[src/rtl/labyrinth_pkg.sv]
// Shared definitions for the labyrinth ball input path: per-channel move FSM
// encoding and the direction channel indices.
package labyrinth_pkg;

  typedef enum logic [1:0] {
    IDLE,
    DELAY,
    REPEAT
  } move_state_t;

  localparam int unsigned DIR_UP    = 0;
  localparam int unsigned DIR_DOWN  = 1;
  localparam int unsigned DIR_LEFT  = 2;
  localparam int unsigned DIR_RIGHT = 3;

endpackage

[src/rtl/move_repeat_chan.sv]
// One direction channel: press pulse, delayed first repeat, then auto-repeat
// with an optional shrinking period.
module move_repeat_chan
  import labyrinth_pkg::*;
#(
  parameter int unsigned DELAY_T      = 400,
  parameter int unsigned REPEAT_T     = 100,
  parameter int unsigned MIN_REPEAT_T = 25,
  parameter int unsigned ACCEL_STEP_T = 25,
  parameter int unsigned CNT_W        = 16
) (
  input  logic clk_i,
  input  logic rst_i,
  input  logic eff_i,
  input  logic base_tick_i,
  input  logic accel_en_i,
  output logic move_o,
  output logic held_o
);

  localparam logic [CNT_W-1:0] DelayLast  = CNT_W'(DELAY_T - 1);
  localparam logic [CNT_W-1:0] RepeatInit = CNT_W'(REPEAT_T);
  localparam logic [CNT_W-1:0] MinPer     = CNT_W'(MIN_REPEAT_T);
  localparam logic [CNT_W-1:0] Step       = CNT_W'(ACCEL_STEP_T);
  localparam logic [CNT_W-1:0] One        = CNT_W'(1);

  move_state_t      state_q, state_d;
  logic [CNT_W-1:0] cnt_q, cnt_d;
  logic [CNT_W-1:0] per_q, per_d;
  logic [CNT_W-1:0] per_next;
  logic             move_q, move_d;

  // Saturating shrink: never wraps below zero and never drops under the floor.
  always_comb begin
    per_next = per_q - Step;
    if (per_q <= Step || per_next < MinPer) begin
      per_next = MinPer;
    end
  end

  always_comb begin
    state_d = state_q;
    cnt_d   = cnt_q;
    per_d   = per_q;
    move_d  = 1'b0;
    unique case (state_q)
      IDLE: begin
        if (eff_i) begin
          move_d  = 1'b1;
          state_d = DELAY;
          cnt_d   = '0;
        end
      end
      DELAY: begin
        if (!eff_i) begin
          state_d = IDLE;
        end else if (base_tick_i) begin
          if (cnt_q == DelayLast) begin
            move_d  = 1'b1;
            state_d = REPEAT;
            cnt_d   = '0;
            per_d   = RepeatInit;
          end else begin
            cnt_d = cnt_q + One;
          end
        end
      end
      REPEAT: begin
        if (!eff_i) begin
          state_d = IDLE;
        end else if (base_tick_i) begin
          if (cnt_q == per_q - One) begin
            move_d = 1'b1;
            cnt_d  = '0;
            if (accel_en_i) begin
              per_d = per_next;
            end
          end else begin
            cnt_d = cnt_q + One;
          end
        end
      end
      default: state_d = IDLE;
    endcase
  end

  always_ff @(posedge clk_i) begin
    if (rst_i) begin
      state_q <= IDLE;
      cnt_q   <= '0;
      per_q   <= RepeatInit;
      move_q  <= 1'b0;
    end else begin
      state_q <= state_d;
      cnt_q   <= cnt_d;
      per_q   <= per_d;
      move_q  <= move_d;
    end
  end

  assign move_o = move_q;
  assign held_o = (state_q != IDLE);

endmodule

[src/rtl/move_repeat_ctrl.sv]
// Direction-input controller: shared prescaler, opposing-pair masking and one
// press/hold/auto-repeat channel per direction.
module move_repeat_ctrl
  import labyrinth_pkg::*;
#(
  parameter int unsigned NUM_CH       = 4,
  parameter int unsigned CLK_HZ       = 100_000_000,
  parameter int unsigned BASE_HZ      = 1000,
  parameter int unsigned DELAY_T      = 400,
  parameter int unsigned REPEAT_T     = 100,
  parameter int unsigned MIN_REPEAT_T = 25,
  parameter int unsigned ACCEL_STEP_T = 25,
  parameter int unsigned CNT_W        = 16
) (
  input  logic              clk,
  input  logic              reset,
  input  logic              enable,
  input  logic              accel_en,
  input  logic [NUM_CH-1:0] btn_in,
  output logic [NUM_CH-1:0] move_out,
  output logic [NUM_CH-1:0] held_out,
  output logic              base_tick
);

  localparam int unsigned Div   = CLK_HZ / BASE_HZ;
  localparam int unsigned PresW = (Div > 1) ? $clog2(Div) : 1;
  localparam logic [PresW-1:0] PresTop = PresW'(Div - 1);
  localparam logic [PresW-1:0] PresOne = PresW'(1);

  logic [PresW-1:0]  pres_q, pres_d;
  logic [NUM_CH-1:0] eff;

  assign base_tick = (pres_q == PresTop);

  always_comb begin
    pres_d = pres_q + PresOne;
    if (base_tick) begin
      pres_d = '0;
    end
  end

  always_ff @(posedge clk) begin
    if (reset) begin
      pres_q <= '0;
    end else begin
      pres_q <= pres_d;
    end
  end

  for (genvar g = 0; g < NUM_CH; g++) begin : gen_chan
    // Both buttons of an opposing pair held reads as neither pressed.
    assign eff[g] = enable & btn_in[g] & ~btn_in[g ^ 1];

    move_repeat_chan #(
      .DELAY_T     (DELAY_T),
      .REPEAT_T    (REPEAT_T),
      .MIN_REPEAT_T(MIN_REPEAT_T),
      .ACCEL_STEP_T(ACCEL_STEP_T),
      .CNT_W       (CNT_W)
    ) u_chan (
      .clk_i      (clk),
      .rst_i      (reset),
      .eff_i      (eff[g]),
      .base_tick_i(base_tick),
      .accel_en_i (accel_en),
      .move_o     (move_out[g]),
      .held_o     (held_out[g])
    );
  end

endmodule

[config.mk]
export PLATFORM = sky130hd
export DESIGN_NAME = move_repeat_ctrl
export DESIGN_NICKNAME = d
export VERILOG_FILES = /design/src/rtl/labyrinth_pkg.sv /design/src/rtl/move_repeat_chan.sv /design/src/rtl/move_repeat_ctrl.sv
export SDC_FILE = /design/constraint.sdc
export NUM_CORES = 1
export LEC_CHECK = 0
export ABC_CLOCK_PERIOD_IN_PS = 4800
export BUFFER_PORTS_ARGS = -buffer_cell sky130_fd_sc_hd__buf_2
export CORE_MARGIN = 2
export CORE_UTILIZATION = 35
export CTS_CLUSTER_DIAMETER = 80
export DETAILED_ROUTE_END_ITERATION = 16
export SETUP_SLACK_MARGIN = 0.02
export SKIP_LAST_GASP = 1
export SLEW_MARGIN = 30
export SYNTH_ARGS = -nofsm -noshare
export SYNTH_HDL_FRONTEND = slang
export SYNTH_SLANG_ARGS = --single-unit
export TNS_END_PERCENT = 50
[constraint.sdc]
create_clock -name clk -period 4.8 [get_ports clk]
set_input_delay 0.96 -clock clk [delete_from_list [all_inputs] [get_ports clk]]
set_output_delay 0.96 -clock clk [all_outputs]
set_load 0.005 [all_outputs]
==> reports/qor.txt <==
outcome - finished clean
GRT Resource Usage Total - 19.0%
Final setup viols - 0
GR Util met2 - 30.8%
mux contribution to synthesized area - 1.02%
clock sink total - 157
drt total wl - 34.5 mm
peak supply drop - 171 µV
vias in the first global route - 11,400
Row Count - 68
Slew headroom - 41.4%
worst-skew pair later-pin latency - 0.45 ns
Cells after Synth - 1,646
Synth area leaders - dfxtp_1 (26%), nand2_1 (4.8%), o21ai_0 (4.1%)
sequential share of the synthesized area - 25.7%
total CTS buffers - 17
Crit path largest cell delay - 0.70 ns
TritonRoute pass-1 iters - 6
CP max stage cell - or4b_2
Tmin final - 3.88 ns
Netlist cell types - 92
met1 usage - 25.5%
crit end category - register
share of Yosys cell area claimed by the top area cell type - 25.7%
first-pass GRT wire length - 57.7 mm
ys flop type - dfxtp_1
Yosys warning count - 0
worst-path cell chain - inv_1, ha_1, or4b_2, o31ai_1, nor4bb_1, o2111a_1, nand4_4, or2_4, or3_4, o31ai_1
WS Path Type - register to register
fmax - 258 MHz
gr ovfl total - 0
Worst-Margin Slew - 0.871 ns
initial DRC count - 1,012
Die W - 191 µm
Critical Path Fanout Max - 19
number of flops mapped to enable cells by yosys - 0
PD cells - 223 mW/mm²
Synth Area in Simple Gates - 33.6%
Max Buffers Root-to-Sink - 2
DR vias/cell - 5.99
Mapped Area - 0.0122 mm²
CTS Hold Buffers Added - 0
Worst EP arrival - 4.24 ns
via count - 12,200
CP most frequent cell - o31ai_1
CTS tree - built
Post-CTS Repair Setup Buffers - 0
Synth Area per Inst - 7.43 µm²
XOR/XNOR Fraction of Synth Area - 6.77%
Leak - 4.57 nW
Routed WL per cell - 17.0 µm
final instance area - 0.0130 mm²
die span in y - 191 µm
share of cells above drive strength 1 - 7.12%
post-synthesis compound-gate area fraction - 24.3%
Clock Pin Slew Worst Setup and Hold Paths - 0.07 ns
Fill cells - 3,558
cell taking the most area after synthesis - dfxtp_1
Post-Route Skew - 0.0141 ns
synthesized net count - 1,683
RSZ-0062 raised after global routing - no
Worst Hold Class - register to register
Routed Antenna Nets - 0
area post-placement - 0.0124 mm²
fin. max-slew vios - 0
final worst path period share - 80.7%
antenna violations before repair - 1
number of H-tree levels - 4
adder-cell share of the synthesized area - 2.97%
port bufs - 16
GR Util met3 - 2.64%
Layout Area Growth over Synthesis - 6.51%
Top Ports - 17
Final #Nets - 1,598
largest net degree at the start of global routing - 62
Worst R2R Path Depth - 10
Final Instance Count excl. Fillers - 2,030
Initial Util - 35.5%
total core area - 0.0345 mm²
Hold Path Depth - 1
asr flop ratio synth - 0%
final total negative setup slack - 0 ns
dpl cells - 1,997
Startpoint Class - register
WP data required - 5.16 ns
die area - 0.0364 mm²
most used routing layer - met2
MaxCap Viol Count - 0
dpl hpwl - 24.3 mm
Hold Vio Cnt, Final - 0
drc violations - 0
post-CTS sizing - 0
routability cong. - 0.926
root buf cell - clkbuf_16
main combinational cell family by area after synthesis - simple AND/OR/NAND/NOR gates
FF+latch count, synth - 157
-- layout by cell type, fill, tap and decap left out, types with 29 or more instances in the layout --
master | netlist | final
nand2_1 | 156 | 156
or3_1 | 37 | 37
nand3_1 | 65 | 65
nor4_1 | 44 | 42
and3_1 | 39 | 39
inv_1 | 40 | 40
o211ai_1 | 33 | 33
xnor2_1 | 39 | 39
o21ai_0 | 101 | 100
nor2_1 | 133 | 133
xor2_1 | 53 | 53
ha_1 | 29 | 29
nor3_1 | 52 | 52
dfxtp_1 | 157 | 157
a21oi_1 | 78 | 78
-- Yosys cell counts (all sizes together), types with 15 or more instances --
library cell and n:
o211ai 33, nand3b 18, a21oi 78, xnor2 39, or2 16, nor2b 23, o21ai 104, or3 39
buf 21, and2 22, nand4 24, clkbuf 111, a31oi 21, nand2 156, or4 19, xor2 53
and3 39, nand3 65, nor2 133, o311ai 15, nor3 53, a211oi 20, nand2b 23, inv 40
o31ai 28, dfxtp 157, nor4 47, ha 29, nor3b 26
-- per-layer routing --
layer,vias up,wire length (µm)
li1,5956,-
met1,5776,16100
met2,369,16000
met3,61,1710
met4,0,743
met5,-,0
-- critical path: cells and delay by family, from the launching register on --
kind            cells  cell delay (ns)
compound gates      3             0.83
fa+ha+maj           1             0.40
buf+inv             1             0.13
flops               1             0.36
simple gates        5             2.06
-- cell families (layout without fill, tap and decap cells) --
| kind of cell | Yosys count | count (layout) |
|---|---|---|
| fa+ha+maj | 29 | 29 |
| flops | 157 | 157 |
| compound gates | 434 | 434 |
| xor+xnor | 93 | 93 |
| buf+inv | 172 | 100 |
| mux | 12 | 12 |
| other cells | 0 | 1 |
| simple gates | 749 | 749 |
-- path summary, 6_finish.rpt --
check | from | endpoint | slack (ns)
max | gen_chan[2].u_chan.per_q[0] | gen_chan[2].u_chan.per_q[15] | 0.92
min | pres_q[0] | pres_q[0] | 0.46
max reg2reg | gen_chan[2].u_chan.per_q[0] | gen_chan[2].u_chan.per_q[15] | 0.92
min reg2reg | pres_q[0] | pres_q[0] | 0.46
-- state kept, by name, indices dropped and copies added, names as in the netlist --
name	flops
gen_chan.u_chan.cnt_q	64
gen_chan.u_chan.per_q	64
pres_q	17
gen_chan.u_chan.state_q	8
gen_chan.u_chan.move_o	4
-- power by group --
part | total, mW | internal [mW] | leakage [nW] | switching [mW]
combinational | 0.207 | 0.0626 | 3.03 | 0.144
clock | 1.36 | 0.724 | 0.266 | 0.639
sequential | 1.33 | 1.31 | 1.27 | 0.0166
-- cell type report --
type,instances,area [µm²],area share (%)
antenna,1,2.50,0.0192
clock buffer,18,429,3.30
clock inverter,14,134,1.03
inverter,40,150,1.15
multi-input combinational,1317,8420,64.7
sequential,157,3140,24.1
tap,455,569,4.37
timing repair buffer,28,173,1.33
-- metrics by stage --
| step | utilization, % | setup slack (ns) | hold slack [ns] | power [mW] |
|---|---|---|---|---|
| 2_1_floorplan | - | 1.47 | 0.418 | 1.51 |
| 3_3_place_gp | 36.1 | 0.998 | 0.433 | 1.56 |
| 3_5_place_dp | 36.1 | 0.973 | 0.445 | 1.56 |
| 4_1_cts | 37.7 | 0.958 | 0.454 | 2.92 |
| 5_1_grt | 37.8 | 0.626 | 0.489 | 3.00 |
| 6_report | 37.8 | 0.924 | 0.457 | 2.90 |
No activity file was read; power rests on OpenSTA's default activity.
